### src/rtl/seq_detect_prog.sv
// seq_detect_prog: programmable serial bit-pattern detector.
// A pattern of 1..WIDTH bits is compared against the most recent accepted
// bits. The match output is combinational (Mealy), match_q is its registered
// copy, and match_cnt counts matches, saturating at all-ones.
//
// Handshake: a bit on `in` is accepted at a rising edge only when
// in_valid=1 and cfg_we=0. in_valid has no ready counterpart; the detector
// always accepts. A cfg_we cycle wins over in_valid and discards that bit.
module seq_detect_prog #(
    parameter int               WIDTH           = 8,
    parameter logic [WIDTH-1:0] DEFAULT_PATTERN = 8'b0000_1001,
    parameter int               DEFAULT_LEN     = 4,
    parameter int               CNT_W           = 8,
    localparam int              LEN_W           = $clog2(WIDTH + 1)
) (
    input  logic             clk,
    input  logic             rst,
    input  logic             cfg_we,
    input  logic [WIDTH-1:0] cfg_pattern,
    input  logic [LEN_W-1:0] cfg_len,
    input  logic             cfg_overlap,
    output logic             cfg_err,
    input  logic             in_valid,
    input  logic             in,
    output logic             match,
    output logic             match_q,
    output logic [CNT_W-1:0] match_cnt
);

    // fill counts 0..WIDTH-1, so it needs clog2(WIDTH) bits (WIDTH >= 2).
    localparam int               FILL_W   = $clog2(WIDTH);
    localparam logic [FILL_W-1:0] FILL_MAX = FILL_W'(WIDTH - 1);
    localparam logic [CNT_W-1:0]  CNT_MAX  = {CNT_W{1'b1}};

    // Configuration registers.
    logic [WIDTH-1:0] pat_q, pat_d;
    logic [LEN_W-1:0] len_q, len_d;
    logic             overlap_q, overlap_d;

    // Stream state: previously accepted bits and how many of them are usable.
    logic [WIDTH-2:0]  hist_q, hist_d;
    logic [FILL_W-1:0] fill_q, fill_d;

    // Outputs that are registered.
    logic             match_q_d;
    logic [CNT_W-1:0] cnt_q, cnt_d;
    logic             err_q, err_d;

    // Candidate window, comparison mask and match qualifiers.
    logic [WIDTH-1:0] cand;
    logic [WIDTH-1:0] len_mask;
    logic             fill_ok;
    logic             pat_eq;
    logic             cfg_len_ok;

    // Build the candidate window and the mask selecting the low len bits.
    always_comb begin
        cand     = {hist_q, in};
        len_mask = '0;
        for (int i = 0; i < WIDTH; i++) begin
            len_mask[i] = (i < int'(len_q));
        end
    end

    // Mealy match: enough history, window equals pattern, bit accepted, not in reset.
    always_comb begin
        fill_ok = (LEN_W'(fill_q) >= (len_q - LEN_W'(1)));
        pat_eq  = ((cand & len_mask) == (pat_q & len_mask));
        match   = rst && in_valid && !cfg_we && fill_ok && pat_eq;
    end

    // Legal lengths are 1..WIDTH; anything else is rejected with cfg_err.
    always_comb begin
        cfg_len_ok = (cfg_len != '0) && (cfg_len <= LEN_W'(WIDTH));
    end

    // Next-state logic for configuration, history, fill and counter.
    always_comb begin
        pat_d     = pat_q;
        len_d     = len_q;
        overlap_d = overlap_q;
        hist_d    = hist_q;
        fill_d    = fill_q;
        cnt_d     = cnt_q;
        err_d     = 1'b0;
        match_q_d = match;

        if (cfg_we) begin
            if (cfg_len_ok) begin
                pat_d     = cfg_pattern;
                len_d     = cfg_len;
                overlap_d = cfg_overlap;
                hist_d    = '0;
                fill_d    = '0;
                cnt_d     = '0;
            end else begin
                err_d = 1'b1;
            end
        end else if (in_valid) begin
            // History always shifts; in non-overlap mode a match empties the
            // usable history so its bits cannot start the next match.
            hist_d = cand[WIDTH-2:0];
            if (fill_q != FILL_MAX) begin
                fill_d = fill_q + FILL_W'(1);
            end
            if (match && !overlap_q) begin
                fill_d = '0;
            end
            if (match && (cnt_q != CNT_MAX)) begin
                cnt_d = cnt_q + CNT_W'(1);
            end
        end
    end

    // State registers with synchronous active-low reset.
    always_ff @(posedge clk) begin
        if (!rst) begin
            pat_q     <= DEFAULT_PATTERN;
            len_q     <= LEN_W'(DEFAULT_LEN);
            overlap_q <= 1'b1;
            hist_q    <= '0;
            fill_q    <= '0;
            cnt_q     <= '0;
            err_q     <= 1'b0;
            match_q   <= 1'b0;
        end else begin
            pat_q     <= pat_d;
            len_q     <= len_d;
            overlap_q <= overlap_d;
            hist_q    <= hist_d;
            fill_q    <= fill_d;
            cnt_q     <= cnt_d;
            err_q     <= err_d;
            match_q   <= match_q_d;
        end
    end

    assign match_cnt = cnt_q;
    assign cfg_err   = err_q;

endmodule

### config.mk
export PLATFORM = sky130hd
export DESIGN_NAME = seq_detect_prog
export DESIGN_NICKNAME = d
export VERILOG_FILES = /design/src/rtl/seq_detect_prog.sv
export SDC_FILE = /design/constraint.sdc
export NUM_CORES = 1
export LEC_CHECK = 0
export CORE_ASPECT_RATIO = 0.9
export CORE_MARGIN = 3
export CORE_UTILIZATION = 35
export CTS_BUF_LIST = sky130_fd_sc_hd__clkbuf_4 sky130_fd_sc_hd__clkbuf_8
export CTS_CLUSTER_DIAMETER = 120
export DETAILED_ROUTE_END_ITERATION = 7
export HOLD_SLACK_MARGIN = 0.03
export PLACE_DENSITY = 0.56
export SETUP_SLACK_MARGIN = 0.2
export SYNTH_ARGS = -nofsm -noshare
export SYNTH_HDL_FRONTEND = slang
export SYNTH_SLANG_ARGS = --single-unit
export TNS_END_PERCENT = 5
### constraint.sdc
create_clock -name clk -period 2.9 [get_ports clk]
set_input_delay 0.435 -clock clk [delete_from_list [all_inputs] [get_ports clk]]
set_output_delay 0.435 -clock clk [all_outputs]
set_load 0.005 [all_outputs]
# [Word level (Yosys, flattened, before mapping)]
# Index checks and enable logic that the tools add are counted.
[totals] reg_bits=33 output_inout_bits=11 input_bits=18 wordCells=58
[classes] order_cmp=10 n_reduce_logical=18 add_sub_neg=3 n_bitwise=2 n_eq_ne=4 n_mux=13
[ops] cell="two-way mux 8 bit" n=4
[ops] cell="two-way mux 7 bit" n=3
[ops] cell="bitwise AND 8 bit" n=2
[ops] cell="< comparator 3 x 4 -> 1 bit (first input constant)" n=4
[ops] cell="two-way mux 3 bit" n=5
[ops] cell="adder 8 x 1 -> 8 bit (second input constant)" n=1
[ops] cell="== test 8 bit" n=1
[ops] cell="< comparator 1 x 4 -> 1 bit (first input constant)" n=2
[ops] cell="< comparator 2 x 4 -> 1 bit (first input constant)" n=2
[ops] cell="inequality test 8 bit (second input constant)" n=1
[ops] cell="logical AND 1 bit" n=7
[ops] cell="AND reduction 2 bit" n=3
[ops] cell="AND reduction 3 bit" n=2
[ops] cell=">= comparator 3 x 4 -> 1 bit" n=1
[ops] cell="<= comparator 4 bit (second input constant)" n=1
[ops] cell="nonzero test 2 bit" n=2
[ops] cell="nonzero test 4 bit" n=1
[ops] cell="subtractor 4 x 1 -> 4 bit (second input constant)" n=1
[ops] cell="adder 3 x 1 -> 3 bit (second input constant)" n=1
[ops] cell="inequality test 3 bit (second input constant)" n=1
[ops] cell="nonzero test 3 bit" n=1
[ops] cell="logical NOT 1 bit" n=2
[ops] cell="inequality test 2 x 1 -> 1 bit (second input constant)" n=1
[ops] cell="two-way mux 1 bit" n=1

# [Depth between registers and ports, before layout]
# Gate-level depths: netlist (run 1).
[depth] word_depth=8 ltp_mapped=9 ltp_nobuf=8

# [Worst setup path before layout (run 1)]
# No wires, ideal clock.
[synth_timing] path_type="flip-flop to output port" from="reg len_q[0]" to="out match" n_path_buf=0 t_arrival_ps=1734 t_required_ps=2465 setup_slack_ps=731 path_stages_with_launch=8 cell_sequence="dfxtp_1 inv_1 ha_1 xnor2_1 ha_1 nor2b_1 o211ai_1 nor2_1"
[synth_between] elab_chain_len=4 word_cells_on_any_way=15
[synth_rtl] item="start: declaration" line="37" source="logic [LEN_W-1:0] len_q, len_d;"
[synth_rtl] item="start signal: assignment" line="119" source="len_q <= LEN_W'(DEFAULT_LEN);"
[synth_rtl] item="start signal: assignment" line="128" source="len_q <= len_d;"
[synth_rtl] item="subtractor 4 x 1 -> 4 bit, or another cell as far along" line="67" source="fill_ok = (LEN_W'(fill_q) >= (len_q - LEN_W'(1)));"
[synth_rtl] item=">= comparator 3 x 4 -> 1 bit / bitwise AND 8 bit (equally long branches)" line="67, 68"
[synth_rtl] item="logical AND 1 bit / == test 8 bit (equally long branches)" line="69, 68"
[synth_rtl] item="logical AND 1 bit (*)" line="69" source="match = rst && in_valid && !cfg_we && fill_ok && pat_eq;"
[synth_rtl] item="end: declaration" line="25" source="output logic match,"
# Mark *: on every way between the ends. The rest lies on a longest branch, timed or not.

# [Final worst setup path (run 1)]
[layout_timing] from="reg len_q[1]" to="out match"
# The elaborated chain is that of the path after synthesis.

==> results of run 1 <==
## synth_stat cells (all sizes together)
master / instances / share of area
o22ai: 2 / 0.0071
a21o: 2 / 0.0093
o32ai: 1 / 0.0050
buf: 4 / 0.015
o21a: 1 / 0.0043
nor3: 6 / 0.017
nor2: 5 / 0.011
nand3: 13 / 0.037
o211a: 1 / 0.0057
or2: 1 / 0.0036
a31o: 2 / 0.010
a31oi: 1 / 0.0036
or4b: 1 / 0.0057
clkbuf: 3 / 0.0064
ha: 9 / 0.064
mux2i: 16 / 0.091
nor2b: 11 / 0.041
nand2: 27 / 0.058
inv: 9 / 0.019
xor2: 4 / 0.020
and3: 3 / 0.011
o41ai: 1 / 0.0050
and4: 1 / 0.0050
nand2b: 5 / 0.018
nor4: 2 / 0.016
a21boi: 8 / 0.034
o31a: 1 / 0.0050
dfxtp: 33 / 0.38
xnor2: 5 / 0.025
o21ai: 5 / 0.014
o311a: 1 / 0.0057
nand4: 1 / 0.0036
o211ai: 3 / 0.016
o2111a: 1 / 0.0064
and2: 2 / 0.0071
a21oi: 6 / 0.017
## registers in the layout, indices dropped and copies added, names as in the netlist
register   count
len_q          4
match_cnt      8
cfg_err        1
hist_q         7
overlap_q      1
fill_q         3
pat_q          8
match_q        1
## logic make-up after synthesis
kind of cell / after synthesis / share of synthesized area
AND/OR/NAND/NOR: 78 / 0.2329
AO/OA/AOI/OAI: 36 / 0.1486
flip-flops: 33 / 0.3771
buffers and inverters: 16 / 0.04071
multiplexers: 16 / 0.09143
XOR/XNOR: 9 / 0.04500
adder cells (fa/ha/maj): 9 / 0.06429
## how the worst min path moves through the flow
stage | endpoint | cells past startpoint | slack (ps) | start
finish | hist_q[4] | 2 | 490 | hist_q[3]
global route | hist_q[2] | 2 | 500 | hist_q[1]
CTS | hist_q[6] | 2 | 490 | hist_q[6]
detailed placement | hist_q[6] | 2 | 480 | hist_q[6]
global placement | hist_q[3] | 2 | 480 | hist_q[2]
floorplan | pat_q[0] | 2 | 470 | pat_q[0]
## layout by cell type (no fill, tap or decap), types with 2 or more instances in the layout
master,Yosys,layout
sky130_fd_sc_hd__and3_1,3,3
sky130_fd_sc_hd__o211ai_1,2,2
sky130_fd_sc_hd__o22ai_1,2,2
sky130_fd_sc_hd__xnor2_1,5,5
sky130_fd_sc_hd__o21ai_0,5,5
sky130_fd_sc_hd__mux2i_1,16,16
sky130_fd_sc_hd__a21boi_0,8,8
sky130_fd_sc_hd__nand2_1,27,27
sky130_fd_sc_hd__dfxtp_1,33,31
sky130_fd_sc_hd__ha_1,9,9
sky130_fd_sc_hd__a31o_2,2,2
sky130_fd_sc_hd__clkbuf_8,0,5
sky130_fd_sc_hd__nor2b_1,10,9
sky130_fd_sc_hd__buf_4,0,7
sky130_fd_sc_hd__nand2b_1,5,5
sky130_fd_sc_hd__nor2_1,5,5
sky130_fd_sc_hd__nor2b_2,1,2
sky130_fd_sc_hd__xor2_1,4,4
sky130_fd_sc_hd__nand3_1,13,13
sky130_fd_sc_hd__a21oi_1,6,6
sky130_fd_sc_hd__clkdlybuf4s50_1,0,27
sky130_fd_sc_hd__clkbuf_4,0,3
sky130_fd_sc_hd__inv_1,9,9
sky130_fd_sc_hd__nor3_1,6,6
## layer usage
layer / track usage / vias up
li1: - / 759
met1: 0.2164 / 667
met2: 0.2233 / 20
met3: 0.03827 / 2
met4: 0.04128 / 0
met5: 0 / -
## worst min-delay path: stages, from the launching register on
cell and delay (ps):
sky130_fd_sc_hd__dfxtp_1 330, sky130_fd_sc_hd__nand2_1 60, sky130_fd_sc_hd__a21boi_0 60
## power by group through the flow
stage	combinational, W	clock [W]	sequential (W)
2_1_floorplan	0.0000768	0	0.000484
3_3_place_gp	0.000125	0	0.000487
3_5_place_dp	0.000125	0	0.000487
4_1_cts	0.000127	0.000365	0.000477
5_1_grt	0.000141	0.000388	0.000478
6_report	0.000125	0.000354	0.000477
## layout make-up
cell class                 instances  area, um^2
clock buffer                       8       91.34
fill                             474        2411
inverter                           9       33.78
multi-input combinational        148        1022
sequential                        33       665.6
tap                               62       77.57
timing repair buffer              35       331.6
## metrics by stage
step | cells | setup WS (ps) | hold slack [ps] | utilization | area, um^2
final | 295 | 395.6 | 489.8 | 0.4796 | 2222
after global routing | 295 | 233.2 | 503.9 | 0.4796 | 2222
after CTS | 295 | 365.8 | 492.6 | 0.4796 | 2222
after detailed placement | 287 | 270.1 | 483.3 | 0.4585 | 2125
after global placement | 287 | 302.4 | 479.7 | 0.4585 | 2125
after floorplan | 197 | 730.9 | 465.2 | - | 1752
==> results.md, run 1 <==
| Item | Value |
| --- | --- |
| Run status | complete, no violations |
| Cell family contributing the most delay on the critical path | adder cells |
| Netlist area before placement | 0.001752 mm^2 |
| Detailed route wirelength on metal3 | 137 um |
| Largest voltage drop on the vdd net | 0.2518 mV |
| Area Growth Syn to Fin | 26.86% |
| Portion of the post-synthesis area used by sequential elements | 0.3771 |
| Comb power frac | 0.131 |
| Cell chain of the critical path | inv_1 -> ha_1 -> xnor2_1 -> ha_1 -> nor2b_2 -> o211ai_1 -> nor2_1 -> dlygate4sd2_1 |
| Total overflow reported by the global router | 0 |
| Nature of the critical path startpoint | register |
| Crit path capture type | primary output |
| Count of cell instances traversed by the critical path | 8 |
| R2r setup slk | 620 ps |
| Weighted congestion at the end of routability-driven global placement | 0.8097 |
| Insertion delay to the later sink of the worst-skew pair | 270 ps |
| DIE AREA | 0.005891 mm^2 |
| Post-Syn Instances | 197 |
| Placed wire-length estimate | 3.004 mm |
| Clock Sink Count | 33 |
| TritonRoute pass-1 iters | 4 |
| Seq cells post-synth | 33 |
| Biggest fanout along the worst timing path | 5 |
| Switching power share of the total | 0.2370 |
| Unrepaired setup endpoints after global routing | false |
| GRT Total Usage | 0.1506 |
| Count of buffering cells on the critical path with inverters included | 2 |
| Least-Margin Pin Slew | 386.0 ps |
| CTS HTree Levels | 2 |
| Launching element of the worst setup path | len_q[1] |
| Critical path's most frequent cell | sky130_fd_sc_hd__ha_1 |
| Internal power | 0.0007293 W |
| Critical path arrival | 2070 ps |
| Worst R2R End | match_cnt[5] |
| Final Net Count | 259 |
| Highest clock frequency the design can meet | 0.3993 GHz |
| Share of cells above drive strength 1 | 0.1073 |
| Number of port buffers | 28 |
| Horiz. Die Dim | 80.57 um |
| Met2 wire len | 1.685 mm |
| Maximum Capacitance Violations | 0 |
| Final Hold Vio Count | 0 |
| Met1 Routed Length | 2.097 mm |
| Cell with the largest stage delay on the worst path | sky130_fd_sc_hd__dfxtp_4 |
| Min-delay worst type | reg -> reg |
| DR vias/cell | 4.908 |
| Required time at the endpoint of the critical path | 2470 ps |
| Total Power | 0.0009558 W |
| Number of library cell types mapped by synthesis | 42 |
| Starting density of the core | 0.3781 |
| Reg-to-reg startpoint | len_q[0] |
| Std-Cell Core Area | 0.004633 mm^2 |
| Num rows | 23 |
| Total Wirelength | 3.944 mm |
| Post-route DRC | 0 |
| Max incr delay on CP | 370 ps |
| Antenna diodes | 0 |
| Post-CTS Hold Fix Bufs | 0 |
| Pin count of the biggest net entering global routing | 29 |
| Worst Clk Skew | 5.188 ps |
| Crit path capture | match |
| Uppermost signal routing layer after detailed routing | met4 |
| Max_slew headroom | 0.7407 |
| Inserted Clock Buffers | 5 |
| Static Leakage | 0.8868 nW |
| Die boundary height | 73.12 um |
| Cts repair resizes | 5 |
| Switching pwr | 0.0002265 W |
| Number of top-level pins | 29 |
| Count of warnings emitted by yosys | 0 |
| Number of vias in the routed layout | 1448 |
| Final setup violation count | 0 |
| Reg clk slew, reported paths | 60 ps |
| Average size of a mapped cell | 8.892 um^2 |
| Fraction of power consumed by the clock network | 0.370 |
| Number of routed nets with antenna violations | 0 |
| Final worst-path cycle share | 0.8636 |
| Final Critical Period | 2504 ps |
| Number of setup buffers added after CTS | 0 |
| Worst Reg-to-Reg Cells | 8 |
| TritonCTS clock tree | yes |
| Final Max Tran Viols | 0 |
| Root buffer cell | sky130_fd_sc_hd__clkbuf_8 |
| First-pass GRT wire length | 6.782 mm |
| Sequential cell fraction of total power | 0.499 |
| Setup_tns | 0 ps |
| Number of antenna violations at the first check in global routing | 0 |
| Max Buffers Root-to-Sink | 2 |
| Kind of critical path | reg -> out |
| Post-synth net total | 224 |
| Wire per inst | 13.37 um |
| Drt first-iter violations | 83 |
| Total power density per cell area | 430.1 mW/mm^2 |
| Vias in the first global route | 1401 |
Power figures use the tool's default switching activity.
==> run 2, diff against run 1 <==
--- a/config.mk
+++ b/config.mk
@@ -11,8 +11,10 @@
 export CTS_BUF_LIST = sky130_fd_sc_hd__clkbuf_4 sky130_fd_sc_hd__clkbuf_8
 export CTS_CLUSTER_DIAMETER = 120
 export DETAILED_ROUTE_END_ITERATION = 7
+export DONT_BUFFER_PORTS = 1
 export HOLD_SLACK_MARGIN = 0.03
-export PLACE_DENSITY = 0.56
+export MAX_ROUTING_LAYER = met4
+export PLACE_DENSITY = 0.49
 export SETUP_SLACK_MARGIN = 0.2
 export SYNTH_ARGS = -nofsm -noshare
 export SYNTH_HDL_FRONTEND = slang
==> results.md, run 2 (synthesis gave the netlist of run 1 again) <==
| Item | Value |
| --- | --- |
| Max incr delay on CP | 490 ps |
| Area Growth Syn to Fin | 9.500% |
| Largest voltage drop on the vdd net | 0.2388 mV |
| Count of buffering cells on the critical path with inverters included | 2 |
| Most common cell after layout, fill and taps aside | sky130_fd_sc_hd__dfxtp_1 |
| Worst Clk Skew | 6.881 ps |
| Final Net Count | 227 |
| Insertion delay to the later sink of the worst-skew pair | 290 ps |
| Max_slew headroom | 0.6755 |
| Std-Cell Core Area | 0.004633 mm^2 |
| Die boundary height | 73.12 um |
| Sequential cell fraction of total power | 0.486 |
| Total power density per cell area | 512.1 mW/mm^2 |
| Max Buffers Root-to-Sink | 2 |
| Maximum Capacitance Violations | 0 |
| Drt first-iter violations | 69 |
| Final setup violation count | 0 |
| Reg clk slew, reported paths | 70 ps |
| Number of setup buffers added after CTS | 1 |
| Run status | complete, no violations |
| Total Wirelength | 4.000 mm |
| TritonCTS clock tree | yes |
| CTS HTree Levels | 2 |
| Number of routed nets with antenna violations | 0 |
| Nature of the critical path startpoint | register |
| Final Critical Period | 2411 ps |
| Commonest non-fill, non-tap cells in the layout | 33 x sky130_fd_sc_hd__dfxtp_1, 27 x sky130_fd_sc_hd__nand2_1, 16 x sky130_fd_sc_hd__mux2i_1 |
| Least-Margin Pin Slew | 483.0 ps |
| DIE AREA | 0.005891 mm^2 |
| Horiz. Die Dim | 80.57 um |
| Wire per inst | 15.27 um |
| DR vias/cell | 5.271 |
| TritonRoute pass-1 iters | 4 |
| Total overflow reported by the global router | 0 |
| Root buffer cell | sky130_fd_sc_hd__clkbuf_8 |
| Critical path arrival | 2630 ps |
| Number of vias in the routed layout | 1381 |
| Pin count of the biggest net entering global routing | 30 |
| Number of antenna violations at the first check in global routing | 0 |
| Fill cells | 455 |
| Total Power | 0.0009823 W |
| Post-CTS Hold Fix Bufs | 0 |
| Kind of critical path | reg -> reg |
| Crit path capture type | register |
| Fraction of power consumed by the clock network | 0.425 |
| Cell family contributing the most delay on the critical path | simple AND/OR/NAND/NOR gates |
| Launching element of the worst setup path | len_q[0] |
| Post-route DRC | 0 |
| GRT Total Usage | 0.1558 |
| Share of cells above drive strength 1 | 0.08500 |
| Final Hold Vio Count | 0 |
| Placed wire-length estimate | 3.011 mm |
| Comb power frac | 0.089 |
| Clock Sink Count | 33 |
| Required time at the endpoint of the critical path | 3120 ps |
| Vias in the first global route | 1432 |
| Switching pwr | 0.0002266 W |
| Starting density of the core | 0.3781 |
| Reg-to-reg startpoint | len_q[0] |
| Final Max Tran Viols | 0 |
| Number of top-level pins | 29 |
| Final worst-path cycle share | 0.8315 |
| Biggest fanout along the worst timing path | 9 |
| Cell chain of the critical path | inv_1 -> ha_1 -> xnor2_1 -> ha_1 -> nor2b_1 -> o211ai_1 -> buf_4 -> or4b_1 -> a21oi_1 |
| Cts repair resizes | 0 |
| Number of port buffers | 0 |
| First-pass GRT wire length | 6.817 mm |
| Weighted congestion at the end of routability-driven global placement | 0.7634 |
| Unrepaired setup endpoints after global routing | false |
| Static Leakage | 0.7604 nW |
| Num rows | 23 |
| Setup_tns | 0 ps |
| Inserted Clock Buffers | 5 |
| Switching power share of the total | 0.2306 |
| Cell with the largest stage delay on the worst path | sky130_fd_sc_hd__or4b_1 |
| Worst hold start | rst |
| Critical path's most frequent cell | sky130_fd_sc_hd__ha_1 |
| Min-delay worst type | in -> reg |
| Internal power | 0.0007557 W |
| Antenna diodes | 0 |
| Highest clock frequency the design can meet | 0.4147 GHz |
-- run 2: cell types whose count changed in the layout (fill, tap and decap cells not counted), sizes merged --
cell,change
clkdlybuf4s50,-27
buf,-4
clkbuf,-3
bufinv,+1
clkinv,+1
dlygate4sd2,-1
-- run 2: power by group through the flow --
stage / clock network, W / registers [W] / logic, W
final: 0.000417 / 0.000477 / 0.0000876
after global routing: 0.000447 / 0.000479 / 0.0000997
after CTS: 0.000426 / 0.000477 / 0.0000887
after detailed placement: 0 / 0.000488 / 0.0000878
after global placement: 0 / 0.000487 / 0.0000863
after floorplan: 0 / 0.000484 / 0.0000768
-- run 2: cell type report --
| type | instances | area [um^2] | share of cell area |
|---|---|---|---|
| multi-input combinational | 148 | 1020 | 0.5316 |
| sequential | 33 | 660.6 | 0.3444 |
| tap | 62 | 77.57 | 0.04044 |
| clock buffer | 5 | 68.82 | 0.03588 |
| clock inverter | 2 | 35.03 | 0.01826 |
| inverter | 9 | 33.78 | 0.01761 |
| timing repair buffer | 3 | 22.52 | 0.01174 |
-- run 2: final timing paths --
check | cells after the start | slack, ps | end
worst max-delay path | 9 | 490 | match_cnt[5]
worst min-delay path | 1 | 210 | len_q[2]
worst max register to register | 9 | 490 | match_cnt[5]
worst min register to register | 2 | 490 | hist_q[4]
-- run 2: layer usage --
metal  track usage  up-vias  part of all wire
met3       0.05185        7             0.057
li1              -      693                 -
met2        0.2289       21              0.44
met1        0.2041      660              0.49
met4       0.04503        0             0.015
met5             -        -                 0
-- run 2: per-stage QoR --
stage / util / hold slack (ps) / worst slack (ps) / cell area, um^2 / instances
after global placement: 0.3900 / 473.8 / 485.9 / 1807 / 254
after floorplan: - / 465.2 / 730.9 / 1752 / 197
after CTS: 0.4140 / 202.9 / 468.3 / 1918 / 262
after detailed placement: 0.3900 / 484.7 / 400.2 / 1807 / 254
after global routing: 0.4140 / 201.9 / 321.9 / 1918 / 262
final: 0.4140 / 211.4 / 488.8 / 1918 / 262
-- run 2: worst reg2reg max path, delay by kind of cell (launching register included) --
kind / cells / cell delay [ps]
adder cells (fa/ha/maj): 2 / 530
XOR/XNOR: 1 / 150
AND/OR/NAND/NOR: 2 / 650
AO/OA/AOI/OAI: 2 / 300
flip-flops: 1 / 410
buffers and inverters: 2 / 290
==> run 3, diff against run 2 <==
==> constraint.sdc (replaced) <==
create_clock -name clk -period 2.3 [get_ports clk]
set_input_delay 0.345 -clock clk [delete_from_list [all_inputs] [get_ports clk]]
set_output_delay 0.345 -clock clk [all_outputs]
set_load 0.005 [all_outputs]
==> results.md, run 3 (synthesis gave the netlist of run 1 again) <==
| Item | Value |
| --- | --- |
| Weighted congestion at the end of routability-driven global placement | 0.7650 |
| Max Buffers Root-to-Sink | 2 |
| TritonCTS clock tree | yes |
| Number of routed nets with antenna violations | 0 |
| Max_slew headroom | 0.7261 |
| Die boundary height | 73.12 um |
| Critical path arrival | 2330 ps |
| Static Leakage | 0.7974 nW |
| Required time at the endpoint of the critical path | 2510 ps |
| Final Max Tran Viols | 0 |
| CTS HTree Levels | 2 |
| Final Net Count | 233 |
| Maximum Capacitance Violations | 0 |
| Min-delay worst type | in -> reg |
| Wire per inst | 15.44 um |
| Run status | complete, no violations |
| Met2 wire len | 1.912 mm |
| Fraction of power consumed by the clock network | 0.375 |
| Least-Margin Pin Slew | 407.7 ps |
| Launching element of the worst setup path | len_q[0] |
| Inserted Clock Buffers | 5 |
| Highest clock frequency the design can meet | 0.4704 GHz |
| Num rows | 23 |
| Final instance count without filler cells | 268 |
| R2r setup slk | 170 ps |
| Total power density per cell area | 583.8 mW/mm^2 |
| Placed wire-length estimate | 2.983 mm |
| Internal power | 0.0009000 W |
| Nature of the critical path startpoint | register |
| Largest voltage drop on the vdd net | 0.3019 mV |
| Post-CTS Hold Fix Bufs | 0 |
| Insertion delay to the later sink of the worst-skew pair | 280 ps |
| Crit path capture type | register |
| Kind of critical path | reg -> reg |
| Switching power share of the total | 0.2346 |
| Number of vias in the routed layout | 1387 |
| Final worst-path cycle share | 0.9242 |
| Share of the core filled with cells | 0.4348 |
| Biggest fanout along the worst timing path | 6 |
| Number of antenna violations at the first check in global routing | 0 |
| Reg-to-reg startpoint | len_q[0] |
| Comb power frac | 0.113 |
| Total overflow reported by the global router | 0 |
| Sequential cell fraction of total power | 0.512 |
| Area Growth Syn to Fin | 15.00% |
| First-pass GRT wire length | 6.789 mm |
| Instance count after placement with tap cells included | 258 |
| Std-Cell Core Area | 0.004633 mm^2 |
| Setup_tns | 0 ps |
| Final setup violation count | 0 |
| Worst Clk Skew | 5.605 ps |
| Worst hold start | rst |
| Starting density of the core | 0.3781 |
| Total Wirelength | 4.137 mm |
| Switching pwr | 0.0002759 W |
| Vias in the first global route | 1382 |
| Number of top-level pins | 29 |
| Reg clk slew, reported paths | 60 ps |
| Antenna diodes | 0 |
| Total Power | 0.001176 W |
| Root buffer cell | sky130_fd_sc_hd__clkbuf_8 |
| DIE AREA | 0.005891 mm^2 |
| Pin count of the biggest net entering global routing | 30 |
| Post-route DRC | 0 |
| Most common cell after layout, fill and taps aside | sky130_fd_sc_hd__dfxtp_1 |
| Fill cells | 460 |
| Hold slack | 130.8 ps |
| DR vias/cell | 5.175 |
| Met1 Routed Length | 1.947 mm |
| Final Critical Period | 2126 ps |
| Unrepaired setup endpoints after global routing | true |
| TritonRoute pass-1 iters | 4 |
| Number of port buffers | 0 |
| Detailed route wirelength on metal3 | 237 um |
| Horiz. Die Dim | 80.57 um |
| Drt first-iter violations | 73 |
| Share of cells above drive strength 1 | 0.1650 |
| Uppermost signal routing layer after detailed routing | met4 |
| Final Hold Vio Count | 0 |
| Clock Sink Count | 33 |
| Commonest non-fill, non-tap cells in the layout | 31 x sky130_fd_sc_hd__dfxtp_1, 27 x sky130_fd_sc_hd__nand2_1, 16 x sky130_fd_sc_hd__mux2i_1 |
| GRT Total Usage | 0.1557 |
-- run 3: cell count changes in the layout (fill, tap and decap cells not counted), moves of 2 or more --
cell	change
sky130_fd_sc_hd__dfxtp_4	+2
sky130_fd_sc_hd__ha_1	-2
sky130_fd_sc_hd__ha_4	+2
sky130_fd_sc_hd__buf_4	+6
sky130_fd_sc_hd__dfxtp_1	-2
sky130_fd_sc_hd__inv_1	-2
-- run 3: final timing paths --
path             endpoint  cells after the start
min reg2reg     hist_q[3]                      2
max          match_cnt[5]                      7
max reg2reg  match_cnt[5]                      7
min              len_q[2]                      1
-- run 3: per-layer routing --
layer	track usage	vias up
met5	-	-
met2	0.2335	26
met1	0.1970	647
met4	0.04690	0
met3	0.05556	8
li1	-	706
-- run 3: cell type report --
cell class	instances	area, um^2	area share
sequential	33	668.1	0.3317
timing repair buffer	9	67.56	0.03354
tap	62	77.57	0.03851
clock buffer	7	90.09	0.04472
inverter	9	36.28	0.01801
multi-input combinational	148	1075	0.5335
-- run 3: through the flow --
| step | setup WS, ps | instance area [um^2] |
|---|---|---|
| 2_1_floorplan | 213.6 | 1755 |
| 3_3_place_gp | 163.6 | 1841 |
| 3_5_place_dp | 93.83 | 1841 |
| 4_1_cts | 169.1 | 2014 |
| 5_1_grt | 72.54 | 2014 |
| 6_report | 174.3 | 2014 |
-- run 3: repair_timing --
action / CTS / global route
setup endpoints to repair: 6 / 8
hold endpoints to repair: 0 / 0
pin swaps: 3 / 0
gates resized for setup: 14 / 0
buffers inserted: 3 / 0
-- run 3: power by group through the flow --
stage               registers (W)  logic (W)  clock network (W)
detailed placement       0.000615   0.000114                  0
finish                   0.000602   0.000133           0.000441
global placement         0.000614   0.000112                  0
CTS                      0.000602   0.000132           0.000454
floorplan                0.000611  0.0000974                  0
global route             0.000604   0.000147           0.000484
-- run 3: worst max-delay path, cell delays in order (launching register included) --
cell                       delay (ps)
sky130_fd_sc_hd__dfxtp_4          360
sky130_fd_sc_hd__ha_1             230
sky130_fd_sc_hd__nor3_1           170
sky130_fd_sc_hd__o2111a_1         270
sky130_fd_sc_hd__o211ai_4         130
sky130_fd_sc_hd__nor4_4           310
sky130_fd_sc_hd__or4b_1           450
sky130_fd_sc_hd__a21oi_1          140
